<file path="config.mk">
export PLATFORM = sky130hd
export DESIGN_NAME = cla_pipe_addsub
export DESIGN_NICKNAME = d
export VERILOG_FILES = /design/src/rtl/cla_pkg.sv /design/src/rtl/cla_group.sv /design/src/rtl/cla_pipe_addsub.sv
export SDC_FILE = /design/constraint.sdc
export NUM_CORES = 1
export LEC_CHECK = 0
export BUFFER_PORTS_ARGS = -buffer_cell sky130_fd_sc_hd__buf_2
export CAP_MARGIN = 20
export CORE_MARGIN = 4
export CORE_UTILIZATION = 25
export DETAILED_ROUTE_END_ITERATION = 7
export MAX_ROUTING_LAYER = met4
export SYNTH_ARGS = -nofsm -noshare
export SYNTH_HDL_FRONTEND = slang
export SYNTH_SLANG_ARGS = --single-unit
</file>
<file path="constraint.sdc">
create_clock -name clk -period 8.15 [get_ports clk]
set_input_delay 0 -clock clk [delete_from_list [all_inputs] [get_ports clk]]
set_output_delay 0 -clock clk [all_outputs]
set_load 0.05 [all_outputs]
</file>
<file path="src/rtl/cla_pkg.sv">
// Shared types and the group-carry lookahead network for cla_pipe_addsub.
package cla_pkg;

  localparam int unsigned CLA_MAX_STAGES = 3;
  // Widest group count the lookahead network covers. Must be a multiple of 4.
  localparam int unsigned CLA_MAX_GROUPS = 32;

  typedef struct packed {
    logic g;
    logic p;
  } gp_t;

  // Two-level lookahead: groups are clustered four to a super-group, super-group
  // carries are resolved first, then the carries inside each super-group.
  // Unused upper groups must be padded with g=0/p=0. Returns the carry into group idx;
  // idx == number of groups yields the carry out of the MSB group.
  function automatic logic lookahead(input gp_t [CLA_MAX_GROUPS-1:0] gp,
                                     input logic c0,
                                     input int unsigned idx);
    logic [CLA_MAX_GROUPS:0] c;
    logic sc;
    logic sg;
    logic sp;
    c  = '0;
    sc = c0;
    for (int s = 0; s < CLA_MAX_GROUPS / 4; s++) begin
      sg = 1'b0;
      sp = 1'b1;
      for (int j = 0; j < 4; j++) begin
        sg = gp[4*s+j].g | (gp[4*s+j].p & sg);
        sp = sp & gp[4*s+j].p;
      end
      c[4*s] = sc;
      for (int j = 0; j < 3; j++) begin
        c[4*s+j+1] = gp[4*s+j].g | (gp[4*s+j].p & c[4*s+j]);
      end
      sc = sg | (sp & sc);
    end
    c[CLA_MAX_GROUPS] = sc;
    return c[idx];
  endfunction

endpackage

</file>
<file path="src/rtl/cla_group.sv">
// GROUP-bit adder slice producing its partial sum plus group generate/propagate.
module cla_group #(
  parameter int unsigned GROUP = 4
) (
  input  logic [GROUP-1:0] a,
  input  logic [GROUP-1:0] b,
  input  logic             ci,
  output logic [GROUP-1:0] s,
  output logic             gg,
  output logic             pg
);

  logic [GROUP-1:0] g;
  logic [GROUP-1:0] p;
  logic [GROUP-1:0] c;

  // Bit-level sum and group G/P; group G/P never depends on ci.
  always_comb begin
    g    = a & b;
    p    = a ^ b;
    c    = '0;
    c[0] = ci;
    for (int i = 0; i < int'(GROUP) - 1; i++) begin
      c[i+1] = g[i] | (p[i] & c[i]);
    end
    s  = p ^ c;
    gg = 1'b0;
    pg = 1'b1;
    for (int i = 0; i < int'(GROUP); i++) begin
      gg = g[i] | (p[i] & gg);
      pg = pg & p[i];
    end
  end

endmodule

</file>
<file path="src/rtl/cla_pipe_addsub.sv">
// Pipelined carry-lookahead adder/subtractor with valid/ready flow control.
// Optional macro CLA_SAT_EN adds the sat port and signed saturation of the result.
// Group slices compute sums with carry-in 0; the final rank adds each group's
// lookahead carry back in (carry-increment), so the G/P rank needs no carries.
module cla_pipe_addsub
  import cla_pkg::*;
#(
  parameter int unsigned WIDTH  = 32,
  parameter int unsigned GROUP  = 4,
  parameter int unsigned STAGES = 2
) (
  input  logic             clk,
  input  logic             rst_n,
  input  logic             in_valid,
  output logic             in_ready,
  input  logic [WIDTH-1:0] a,
  input  logic [WIDTH-1:0] b,
  input  logic             sub,
  input  logic             cin,
`ifdef CLA_SAT_EN
  input  logic             sat,
`endif
  output logic             out_valid,
  input  logic             out_ready,
  output logic [WIDTH-1:0] sum,
  output logic             cout,
  output logic             ovf,
  output logic             zero,
  output logic             neg
);

  localparam int unsigned NG = WIDTH / GROUP;

  typedef struct packed {
    logic [WIDTH-1:0] s0;
    gp_t  [NG-1:0]    gp;
    logic             c0;
    logic             a_msb;
    logic             b_msb;
    logic             sat;
  } gp_rank_t;

  typedef struct packed {
    logic [WIDTH-1:0] s0;
    logic [NG:0]      c;
    logic             a_msb;
    logic             b_msb;
    logic             sat;
  } cy_rank_t;

  logic [WIDTH-1:0]          b_eff;
  logic [WIDTH-1:0]          s0_w;
  gp_t  [NG-1:0]             gp_w;
  logic                      sat_in;
  gp_rank_t                  st0;
  gp_rank_t                  r1_d;
  logic                      r1_v;
  logic                      r1_ready;
  gp_t  [CLA_MAX_GROUPS-1:0] gp_pad;
  logic [NG:0]               carry;
  cy_rank_t                  st1;
  cy_rank_t                  r2_d;
  logic                      r2_v;
  logic                      r2_ready;
  logic                      ro_ready;
  logic [WIDTH-1:0]          sum_raw;
  logic [WIDTH-1:0]          sum_n;
  logic                      ovf_n;

`ifdef CLA_SAT_EN
  assign sat_in = sat;
`else
  assign sat_in = 1'b0;
`endif

  assign b_eff = sub ? ~b : b;

  // Group slices: partial sums with zero carry-in plus group G/P.
  for (genvar i = 0; i < int'(NG); i++) begin : g_grp
    cla_group #(.GROUP(GROUP)) u_grp (
      .a  (a[i*GROUP +: GROUP]),
      .b  (b_eff[i*GROUP +: GROUP]),
      .ci (1'b0),
      .s  (s0_w[i*GROUP +: GROUP]),
      .gg (gp_w[i].g),
      .pg (gp_w[i].p)
    );
  end

  // Bundle the G/P stage payload.
  always_comb begin
    st0       = '0;
    st0.s0    = s0_w;
    st0.gp    = gp_w;
    st0.c0    = sub ? 1'b1 : cin;
    st0.a_msb = a[WIDTH-1];
    st0.b_msb = b_eff[WIDTH-1];
    st0.sat   = sat_in;
  end

  if (STAGES >= 2) begin : g_r1
    gp_rank_t q;
    logic     v;
    // Rank after group G/P and partial sums.
    always_ff @(posedge clk) begin
      if (!rst_n) begin
        v <= 1'b0;
        q <= '0;
      end else if (r1_ready) begin
        v <= in_valid;
        if (in_valid) q <= st0;
      end
    end
    assign r1_ready = !v | r2_ready;
    assign r1_v     = v;
    assign r1_d     = q;
  end else begin : g_nr1
    assign r1_ready = r2_ready;
    assign r1_v     = in_valid;
    assign r1_d     = st0;
  end

  assign in_ready = r1_ready;

  // Pad the G/P vector up to the lookahead network width.
  always_comb begin
    gp_pad         = '0;
    gp_pad[NG-1:0] = r1_d.gp;
  end

  for (genvar i = 0; i <= int'(NG); i++) begin : g_cy
    assign carry[i] = lookahead(gp_pad, r1_d.c0, i);
  end

  // Bundle the carry stage payload.
  always_comb begin
    st1       = '0;
    st1.s0    = r1_d.s0;
    st1.c     = carry;
    st1.a_msb = r1_d.a_msb;
    st1.b_msb = r1_d.b_msb;
    st1.sat   = r1_d.sat;
  end

  if (STAGES >= CLA_MAX_STAGES) begin : g_r2
    cy_rank_t q;
    logic     v;
    // Rank after the group carry network.
    always_ff @(posedge clk) begin
      if (!rst_n) begin
        v <= 1'b0;
        q <= '0;
      end else if (r2_ready) begin
        v <= r1_v;
        if (r1_v) q <= st1;
      end
    end
    assign r2_ready = !v | ro_ready;
    assign r2_v     = v;
    assign r2_d     = q;
  end else begin : g_nr2
    assign r2_ready = ro_ready;
    assign r2_v     = r1_v;
    assign r2_d     = st1;
  end

  // Fold each group's carry back into its zero-carry partial sum.
  for (genvar i = 0; i < int'(NG); i++) begin : g_inc
    assign sum_raw[i*GROUP +: GROUP] = r2_d.s0[i*GROUP +: GROUP] + GROUP'(r2_d.c[i]);
  end

  // Signed overflow and optional saturation of the final sum.
  always_comb begin
    ovf_n = (r2_d.a_msb == r2_d.b_msb) & (sum_raw[WIDTH-1] != r2_d.a_msb);
    sum_n = sum_raw;
    if (r2_d.sat & ovf_n) begin
      sum_n = r2_d.a_msb ? {1'b1, {(WIDTH-1){1'b0}}} : {1'b0, {(WIDTH-1){1'b1}}};
    end
  end

  assign ro_ready = !out_valid | out_ready;

  // Output rank: result and flags, held while downstream stalls.
  always_ff @(posedge clk) begin
    if (!rst_n) begin
      out_valid <= 1'b0;
      sum       <= '0;
      cout      <= 1'b0;
      ovf       <= 1'b0;
      zero      <= 1'b0;
      neg       <= 1'b0;
    end else if (ro_ready) begin
      out_valid <= r2_v;
      if (r2_v) begin
        sum  <= sum_n;
        cout <= r2_d.c[NG];
        ovf  <= ovf_n;
        zero <= (sum_n == '0);
        neg  <= sum_n[WIDTH-1];
      end
    end
  end

endmodule
</file>
## Word level (Yosys, flattened, before mapping)

Cells that the tools add are included.

| storage, ports and cells | value |
|---|---|
| flip-flop bits (word level) | 89 |
| latch bits | 0 |
| bits in writable memories | 0 |
| bits in read-only memories | 0 |
| input bits | 70 |
| output and inout port bits | 38 |
| logic and storage cells | 178 |
| memories kept | 0 |

| operators by class | value |
|---|---|
| $add $sub $neg | 8 |
| $mul | 0 |
| divide/modulo/power cells | 0 |
| magnitude comparators | 0 |
| equality and inequality tests | 2 |
| shift-type cells | 0 |
| mux-type cells | 2 |
| bitwise logic cells | 134 |
| reduce and logical (&&, ||, !) cells | 5 |

Operators with widths:

| operator | count |
|---|---|
| AND 1 bit | 69 |
| XOR 4 bit | 16 |
| OR 1 bit | 40 |
| adder 4 x 1 -> 4 bit | 8 |
| AND 4 bit | 8 |
| logical NOT 32 bit | 1 |
| 2-to-1 mux 32 bit | 1 |
| NOT 32 bit | 1 |
| AND reduction 2 bit | 2 |
| logical NOT 1 bit | 2 |
| equality test 1 bit | 1 |
| 2-to-1 mux 1 bit | 1 |
| != test 1 bit | 1 |

## Longest topological paths before layout

Gate-level depths: netlist of the first run.

| logic depth | value |
|---|---|
| word-level depth | 16 |
| mapped depth | 12 |
| mapped depth without buffers | 12 |

## Modules after synthesis

A second synthesis of the first run with hierarchy kept.

| unflattened totals | value |
|---|---|
| cell total of the unflattened synthesis | 616 |
| area total of the unflattened synthesis | 5387.7 um2 |

By module, submodules not included:

| module | times used | cells an instance | area an instance (um2) | sequential area each (um2) |
|---|---|---|---|---|
| cla_pipe_addsub | 1 | 472 | 4066.4 | 1761.7 |
| cla_group | 8 | 18 | 165.2 | 0.0 |

## Worst setup path after synthesis of the first run

Ideal clock, no wire load.

| path | value |
|---|---|
| path type | register -> register |
| start | register g_r1.q[4] (netlist name) |
| end | register zero |
| library setup time | 0.069 ns |
| data arrival time | 2.747 ns |
| required time | 8.081 ns |
| path slack | 5.334 ns |
| stages on the path, launching flop included | 13 |
| path buffers | 0 |
| period minus slack after synthesis | 2.816 ns |
| path through | dfxtp_1 > a21o_1 > a31o_2 > a21o_1 > a21o_1 > a21o_1 > ha_1 > ha_1 > xnor2_1 > nand4_1 > or3_1 > or4_1 > o21ai_1 |

| between the ends | value |
|---|---|
| longest elaborated chain between the ends | 13 |
| elaborated cells on any way between the ends | 25 |
| classes of those cells | 7 x add/sub; 17 x bitwise; 1 x reduce/logical |

Ends and longest elaborated chain:

| what | RTL line | source |
|---|---|---|
| start: declaration | cla_pipe_addsub.sv:102 | `gp_rank_t q;` |
| start signal: assignment | cla_pipe_addsub.sv:111 | `if (in_valid) q <= st0;` |
| AND 1 bit (3 in series) | cla_pkg.sv:31 | `sp = sp & gp[4*s+j].p;` |
| AND 1 bit | - |  |
| OR 1 bit | cla_pkg.sv:37 | `sc = sg \| (sp & sc);` |
| AND 1 bit | - |  |
| OR 1 bit | - |  |
| AND 1 bit | cla_pkg.sv:35 | `c[4*s+j+1] = gp[4*s+j].g \| (gp[4*s+j].p & c[4*s+j]);` |
| OR 1 bit | - |  |
| AND 1 bit | - |  |
| OR 1 bit | - |  |
| adder 4 x 1 -> 4 bit | cla_pipe_addsub.sv:169 | `assign sum_raw[i*GROUP +: GROUP] = r2_d.s0[i*GROUP +: GROUP] + GROUP'(r2_d.c[i]);` |
| logical NOT 32 bit * | cla_pipe_addsub.sv:198 | `zero <= (sum_n == '0);` |
| end signal: assignment | cla_pipe_addsub.sv:198 |  |
| end: declaration | cla_pipe_addsub.sv:28 | `output logic zero,` |

Every way passes the cells marked *; elsewhere a longest branch is shown, timed or not.
A chain may end at the register's enable or synchronous reset.

## Final worst setup path of the first run

| path | value |
|---|---|
| start | register g_r1.q, in the netlist carry[0] |
| end | register zero |

| between the ends | value |
|---|---|
| longest elaborated chain between the ends | 10 |
| elaborated cells on any way between the ends | 23 |
| classes of those cells | 8 x add/sub; 14 x bitwise; 1 x reduce/logical |

Ends and longest elaborated chain:

| what | RTL line |
|---|---|
| AND 1 bit | - |
| OR 1 bit | cla_pkg.sv:37 |
| AND 1 bit | - |
| OR 1 bit | - |
| AND 1 bit | cla_pkg.sv:35 |
| OR 1 bit | - |
| AND 1 bit | - |
| OR 1 bit | - |
| adder 4 x 1 -> 4 bit | cla_pipe_addsub.sv:169 |
| logical NOT 32 bit * | cla_pipe_addsub.sv:198 |

Marked as above.

==> insert_results.sql, run 1 <==
INSERT INTO impl_metrics (metric_group, metric, value, unit) VALUES
('status', 'run_status', 'completed', ''),
('pwr', 'peakVddDrop', '0.000113', 'V'),
('yosys', 'netlist_area_before_placement', '5110', 'µm²'),
('drt', 'final_antenna_net_count', '0', ''),
('cells_and_area', 'most_frequent_standard_cell_in_the_layout_excluding_fill_and_tap_cells', 'nand2_1', ''),
('place', 'post-dp-hpwl', '9800', 'µm'),
('cts', 'clock_sinks', '88', ''),
('yosys', 'combinational_family_with_the_most_area_after_synthesis', 'adder cells', ''),
('pwr', 'cellPowerDensity', '193', 'nW/µm²'),
('cts', 'worstSkewPairLatency', '0.34', 'ns'),
('yosys', 'synthFlopType', 'dfxtp_1', ''),
('grt', 'globalRoute.totalOverflow', '0', ''),
('yosys', 'gate_count_of_the_mapped_netlist', '558', ''),
('cts', 'clkSlewWorstSetupHoldPaths', '0.06', 'ns'),
('timing', 'finalCritPeriodShare', '37.0', '%'),
('die', 'fp.dieH', '151', 'µm'),
('die', 'die_w', '151', 'µm'),
('die', 'initial_utilization', '25.4', '%'),
('yosys', 'multiplexer_area_fraction_after_synthesis', '0', '%'),
('yosys', 'synthesis.nets', '700', ''),
('grt', 'groute.usage.overall', '11.6', '%'),
('worst_setup_path', 'reg2reg_from', 'carry[0]', ''),
('timing', 'worst-slew-pin-transition', '0.968', 'ns'),
('worst_setup_path', 'reg2reg_slack', '5.13', 'ns'),
('cts', 'tritoncts', 'built', ''),
('place', 'routabilityCongestion', '0.794', ''),
('drt', 'detail_route.wirelength', '12600', 'µm'),
('timing', 'final.setup_skew', '0.00750', 'ns'),
('yosys', 'yosysSeqAreaShare', '34.5', '%'),
('die', 'rows', '52', ''),
('yosys', 'synth-warning-count', '0', ''),
('grt', 'grt_antenna_before_repair', '0', ''),
('cells_and_area', 'antenna_cells', '0', ''),
('flow_run', 'cap_violations', '0', ''),
('die', 'core_area', '20200', 'µm²'),
('grt', 'grt_start_max_net_pins', '90', ''),
('drt', 'dr_total_vias', '3974', ''),
('worst_setup_path', 'worst_r2r_endpoint', 'zero', ''),
('die', 'ioPinCount', '108', ''),
('cells_and_area', 'final_layout_size_suffix_gt1_share', '19.4', '%'),
('cts', 'htreeDepth', '3', ''),
('timing', 'max_slew_violation_total_from_the_final_report', '0', ''),
('yosys', 'synthXorXnorAreaFrac', '8.22', '%'),
('timing', 'finalSetupViolations', '0', ''),
('yosys', 'simple_gate_share_of_the_synthesized_area', '15.9', '%'),
('drt', 'drt_pre_antenna_iters', '5', ''),
('drt', 'drcViolationCount', '0', ''),
('yosys', 'share_of_synthesized_cell_area_in_full_adder_half_adder_and_majority_cells', '21.1', '%'),
('timing', 'timing.max_slew.rel_slack', '35.5', '%'),
('yosys', 'synth_compound_gate_area_share', '15.4', '%'),
('yosys', 'postSynthAreaPerCell', '9.16', 'µm²'),
('yosys', 'synthArstFlopShare', '0', '%'),
('timing', 'timing.hold.ws', '0.0414', 'ns'),
('drt', 'via_density', '4.30', ''),
('cells_and_area', 'most-common-layout-cells', 'nand2_1 (142), buf_2 (107), dfxtp_1 (88), a21boi_0 (58), ha_1 (48)', ''),
('grt', 'grt_pass1_vias', '3820', ''),
('worst_setup_path', 'cp-endpoint', 'zero', ''),
('timing', 'finalSetupTns', '0', 'ns'),
('drt', 'routedWlPerCell', '13.6', 'µm'),
('worst_setup_path', 'critical_path_arrival', '3.30', 'ns'),
('timing', 'timing.fmax', '331', 'MHz'),
('yosys', 'ys_ff_latch', '88', ''),
('cells_and_area', 'layout-area-overhead-vs-synth', '22.1', '%'),
('worst_setup_path', 'critical_path_rt', '8.43', 'ns'),
('cells_and_area', 'finish.net_count', '792', ''),
('worst_setup_path', 'crit_start', 'carry[0]', ''),
('worst_setup_path', 'timing.critical_path.to_type', 'register', ''),
('cts', 'max-clock-path-buffers', '2', ''),
('cts', 'root_buffer', 'clkbuf_16', ''),
('worst_setup_path', 'worst-setup-path-type', 'register to register', ''),
('pwr', 'p_leak', '3.09', 'nW');
## how the worst min path moves through the flow
stage	start	endpoint
final	out_ready	out_valid
after floorplan	a[31]	g_r1.q[2]
after CTS	cin	carry[0]
after global placement	a[31]	g_r1.q[2]
after detailed placement	a[31]	g_r1.q[2]
after global routing	cin	carry[0]
## layout make-up
class	instances	area [µm²]	area share, %
repair buffers	113	586	9.38
inverters	33	124	1.98
clock buffers	12	246	3.95
well taps	270	338	5.41
clock inverters	4	77.6	1.24
flip-flops and latches	88	1760	28.2
multi-input cells	405	3110	49.8
## registers in the layout (all words and copies together) (netlist names)
signal,cells
g_r1.q,50
sum,31
carry,1
cout,1
g_r1.v,1
neg,1
out_valid,1
ovf,1
zero,1
## per-layer routing
| metal | GRT usage (%) | routed length, µm | vias up |
|---|---|---|---|
| li1 | - | - | 2013 |
| met1 | 16.2 | 6110 | 1846 |
| met2 | 17.0 | 5590 | 104 |
| met3 | 2.00 | 694 | 11 |
| met4 | 4.08 | 191 | 0 |
| met5 | - | 0 | - |
## cells in the mapped netlist, types with 3 or more instances
library cell / n / share of area (%)
a21boi_0: 58 / 8.5
a21o_1: 7 / 1.0
a21oi_1: 3 / 0.29
and4_1: 8 / 1.4
buf_2: 5 / 0.49
clkbuf_1: 26 / 1.9
dfxtp_1: 88 / 34
fa_1: 24 / 9.4
ha_1: 48 / 12
inv_1: 33 / 2.4
nand2_1: 142 / 10
nand3_1: 11 / 1.1
nand4_1: 6 / 0.73
nor2_1: 6 / 0.44
o211a_1: 25 / 4.9
xnor2_1: 8 / 1.4
xor2_1: 40 / 6.9
## timing repair
action	4_1_cts	5_1_grt
gates resized for setup	0	0
endpoints found under the hold margin	2	0
hold buffers	2	0
setup buffers	0	0
## power by group
group	total (W)	internal [W]	switching [W]
combinational	0.000271	0.000103	0.000168
sequential	0.000489	0.000464	0.0000253
clock	0.000448	0.000278	0.000169
## cell families after synthesis
family | count (synthesis)
AO/OA/AOI/OAI | 98
adder cells (fa/ha/maj) | 72
buffers and inverters | 65
AND/OR/NAND/NOR | 187
XOR/XNOR | 48
flip-flops | 88
## stage by stage
step                      power (W)  area [µm²]  instances  worst slack, ns  util, %
after floorplan            0.000672        5110        558             5.33        -
after global placement     0.000774        5900        907             5.19     29.2
after detailed placement   0.000776        5900        907             5.13     29.2
after CTS                   0.00123        6240        925             5.11     30.9
after global routing        0.00128        6240        925             4.91     30.9
final                       0.00121        6240        925             5.13     30.9
## critical path, stage by stage (launching register included)
cell,delay [ns]
dfxtp_1,0.33
a21o_1,0.19
a31o_2,0.26
a21o_1,0.23
a21o_1,0.20
a21o_1,0.18
ha_1,0.19
ha_1,0.19
xnor2_1,0.19
nand4_1,0.09
or3_1,0.31
or4_1,0.47
o21ai_1,0.12
No activity file was read; power rests on OpenSTA's default activity.
==> inputs of run 2 (changes only) <==
--- a/config.mk
+++ b/config.mk
@@ -5,6 +5,7 @@
 export SDC_FILE = /design/constraint.sdc
 export NUM_CORES = 1
 export LEC_CHECK = 0
+export ABC_AREA = 1
 export BUFFER_PORTS_ARGS = -buffer_cell sky130_fd_sc_hd__buf_2
 export CAP_MARGIN = 20
 export CORE_MARGIN = 4
==> constraint.sdc (replaced) <==
create_clock -name clk -period 2.75 [get_ports clk]
set_input_delay 0 -clock clk [delete_from_list [all_inputs] [get_ports clk]]
set_output_delay 0 -clock clk [all_outputs]
set_load 0.05 [all_outputs]
==> insert_results.sql, run 2 <==
INSERT INTO impl_metrics (metric_group, metric, value, unit) VALUES
('status', 'run_status', 'completed', ''),
('yosys', 'ys_ff_latch', '88', ''),
('pwr', 'power_frac_clock', '35.7', '%'),
('cts', 'postCtsSetupRepairBufs', '0', ''),
('yosys', 'synth_largest_type_area_fraction', '34.8', '%'),
('cells_and_area', 'finish.net_count', '863', ''),
('cells_and_area', 'register_bank_with_the_most_flops', 'g_r1.q', ''),
('timing', 'period_minus_slack', '2.30', 'ns'),
('yosys', 'postSynthAreaPerCell', '8.13', 'µm²'),
('grt', 'grt_pass1_vias', '4092', ''),
('cells_and_area', 'layout.core_utilization', '31.5', '%'),
('cts', 'htreeDepth', '3', ''),
('cells_and_area', 'most_frequent_standard_cell_in_the_layout_excluding_fill_and_tap_cells', 'buf_2', ''),
('grt', 'grt_first_pass_wirelength', '21200', 'µm'),
('worst_setup_path', 'worst-setup-path-type', 'register to register', ''),
('die', 'ioPinCount', '108', ''),
('grt', 'groute.usage.overall', '12.3', '%'),
('drt', 'first_iter_violations', '232', ''),
('drt', 'drcViolationCount', '0', ''),
('yosys', 'yosysSeqAreaShare', '34.8', '%'),
('worst_setup_path', 'crit_start', 'g_r1.q[8]', ''),
('worst_setup_path', 'timing.critical_path.from_type', 'register', ''),
('worst_setup_path', 'critical_path_rt', '3.02', 'ns'),
('hold_path', 'hp-class', 'input pin to register', ''),
('yosys', 'netlist_area_before_placement', '5060', 'µm²'),
('timing', 'finalSetupViolations', '0', ''),
('timing', 'final.setup_skew', '0.00770', 'ns'),
('cts', 'clock_sinks', '88', ''),
('hold_path', 'min_delay_worst_endpoint', 'g_r1.q[44]', ''),
('yosys', 'synth_area_leaders', 'dfxtp_1 (35%), ha_1 (12%), fa_1 (9.5%)', ''),
('drt', 'dr_total_vias', '4066', ''),
('drt', 'via_density', '4.11', ''),
('worst_setup_path', 'timing.critical_path.to_type', 'register', ''),
('timing', 'timing.fmax', '435', 'MHz'),
('pwr', 'part_of_the_total_power_dissipated_in_combinational_logic', '23.8', '%'),
('timing', 'worst-slew-pin-transition', '0.943', 'ns'),
('cts', 'max-clock-path-buffers', '2', ''),
('cts', 'cts_inserted_buffers', '9', ''),
('grt', 'grt_antenna_before_repair', '0', ''),
('place', 'placed_standard_cell_area', '5860', 'µm²'),
('cts', 'root_buffer', 'clkbuf_16', ''),
('yosys', 'synthTopCellsByCount', 'nor2_1 (99), dfxtp_1 (88), inv_1 (67)', ''),
('yosys', 'synthFlopType', 'dfxtp_1', ''),
('cells_and_area', 'antenna_cells', '0', ''),
('hold_path', 'min_path_cells', '4', ''),
('yosys', 'gate_count_of_the_mapped_netlist', '622', ''),
('cts', 'tritoncts', 'built', ''),
('timing', 'finalSetupTns', '0', 'ns'),
('cells_and_area', 'layout_top_registers', 'g_r1.q (50), sum (31)', ''),
('yosys', 'synthesis.nets', '764', ''),
('cells_and_area', 'final_layout_size_suffix_gt1_share', '19.6', '%'),
('cells_and_area', 'layout-area-overhead-vs-synth', '22.6', '%'),
('timing', 'timing.max_slew.rel_slack', '37.2', '%'),
('pwr', 'p_leak', '2.98', 'nW'),
('yosys', 'yosys.cell_count.top_type', 'nor2_1', ''),
('drt', 'drt_pre_antenna_iters', '4', ''),
('timing', 'grt_setup_unrepaired', 'false', ''),
('worst_setup_path', 'worst_r2r_endpoint', 'zero', ''),
('timing', 'max_slew_violation_total_from_the_final_report', '0', ''),
('place', 'routabilityCongestion', '0.800', ''),
('flow_run', 'cap_violations', '0', ''),
('pwr', 'p_seq_share', '40.5', '%'),
('die', 'die_w', '150', 'µm'),
('yosys', 'post-synth-top-area-cell', 'dfxtp_1', ''),
('yosys', 'synth-edff-count', '0', ''),
('cts', 'cts.repair.resized', '0', ''),
('place', 'numPortBuffers', '107', ''),
('pwr', 'net-switching-power', '0.00112', 'W'),
('hold_path', 'hold_path_startpoint', 'a[24]', ''),
('yosys', 'synth.distinct_cells', '25', ''),
('drt', 'final_antenna_net_count', '0', ''),
('cells_and_area', 'most-common-layout-cells', 'buf_2 (107), nor2_1 (99), dfxtp_1 (88), inv_1 (67), nand2_1 (65)', ''),
('pwr', 'cellPowerDensity', '583', 'nW/µm²'),
('pwr', 'power_switching_share', '31.0', '%'),
('yosys', 'synthArstFlopShare', '0', '%'),
('drt', 'routedWlPerCell', '13.1', 'µm'),
('die', 'rows', '51', ''),
('cells_and_area', 'layout.cell_area.non_filler', '6200', 'µm²'),
('worst_setup_path', 'critical_path_arrival', '2.57', 'ns'),
('cts', 'clkSlewWorstSetupHoldPaths', '0.06', 'ns'),
('worst_setup_path', 'cp_max_fo', '3', ''),
('die', 'fp.dieH', '150', 'µm'),
('grt', 'globalRoute.totalOverflow', '0', ''),
('die', 'initial_utilization', '25.7', '%'),
('pwr', 'peakVddDrop', '0.000295', 'V'),
('die', 'die-area', '22600', 'µm²'),
('worst_setup_path', 'timing.reg2reg.worst_path_depth', '19', ''),
('yosys', 'synth-warning-count', '0', ''),
('die', 'core_area', '19700', 'µm²'),
('grt', 'grt_start_max_net_pins', '61', ''),
('drt', 'detail_route.wirelength', '12900', 'µm'),
('timing', 'finalCritPeriodShare', '83.6', '%'),
('worst_setup_path', 'reg2reg_from', 'g_r1.q[8]', ''),
('cts', 'worstSkewPairLatency', '0.34', 'ns'),
('pwr', 'internal_power', '0.00249', 'W'),
('worst_setup_path', 'reg2reg_slack', '0.45', 'ns'),
('cells_and_area', 'max_ffs_per_register', '50', ''),
('timing', 'report.final.hold_viol_count', '0', ''),
('place', 'post-dp-hpwl', '10300', 'µm');
[run 2: power groups by stage]
stage / Sequential [W] / Clock (W) / Combinational, W
CTS: 0.00146 / 0.00132 / 0.000873
floorplan: 0.00160 / 0 / 0.000468
global route: 0.00148 / 0.00137 / 0.000990
global placement: 0.00149 / 0 / 0.000857
finish: 0.00146 / 0.00129 / 0.000858
detailed placement: 0.00149 / 0 / 0.000862
[run 2: metrics by stage]
stage	setup slack, ns	total power (W)	cells	hold slack, ns
2_1_floorplan	0.713	0.00207	622	0.139
3_3_place_gp	0.430	0.00234	972	0.282
3_5_place_dp	0.429	0.00235	972	0.283
4_1_cts	0.413	0.00366	989	0.0667
5_1_grt	0.0869	0.00384	989	0.112
6_report	0.450	0.00361	989	0.0731
[run 2: worst max-delay path by stage]
stage	endpoint	slack, ns	depth (start not counted)
after floorplan	g_r1.q[27]	0.71	11
after global placement	zero	0.43	19
after detailed placement	zero	0.43	19
after CTS	zero	0.41	19
after global routing	zero	0.09	21
final	zero	0.45	19
[run 2: timing repair]
| item | in CTS | in global routing |
|---|---|---|
| endpoints found under the hold margin | 3 | 0 |
| hold buffers | 3 | 0 |
| endpoints found under the setup margin | 0 | 0 |
[run 2: critical path: stages, from the launching register on]
cell	delay, ns
dfxtp_1	0.32
nand2_1	0.10
nor2_1	0.05
nor2_1	0.14
nand3_2	0.09
nand2_1	0.09
nand2_1	0.07
nand2_1	0.06
nand2_1	0.06
nand2_1	0.06
nand2_1	0.06
ha_1	0.20
ha_1	0.27
inv_1	0.07
nand3_1	0.09
nor2_1	0.09
nand3_1	0.08
nor2_1	0.11
nand3_1	0.08
a21oi_1	0.12
[run 2: per-layer routing]
metal | GRT usage, % | vias up | wire length [µm]
li1 | - | 2175 | -
met1 | 18.8 | 1786 | 7280
met2 | 16.4 | 94 | 4990
met3 | 2.11 | 11 | 546
met4 | 3.71 | 0 | 134
met5 | - | - | 0
[run 2: cells by family (layout without fill, tap and decap cells)]
| kind of cell | Yosys count | in the layout | synth area share [%] |
|---|---|---|---|
| simple gates | 198 | 198 | 16.1 |
| compound gates | 128 | 128 | 13.3 |
| buf+inv | 100 | 202 | 8.09 |
| flops | 88 | 88 | 34.8 |
| fa+ha+maj | 72 | 72 | 21.4 |
| xor+xnor | 36 | 36 | 6.23 |
[run 2: final cells by class]
cell class / instances / area, µm²
multi-input cells: 434 / 2890
fillers: 2131 / 13500
inverters: 71 / 267
clock inverters: 4 / 70.1
well taps: 265 / 332
clock buffers: 10 / 239
repair buffers: 117 / 643
flip-flops and latches: 88 / 1760
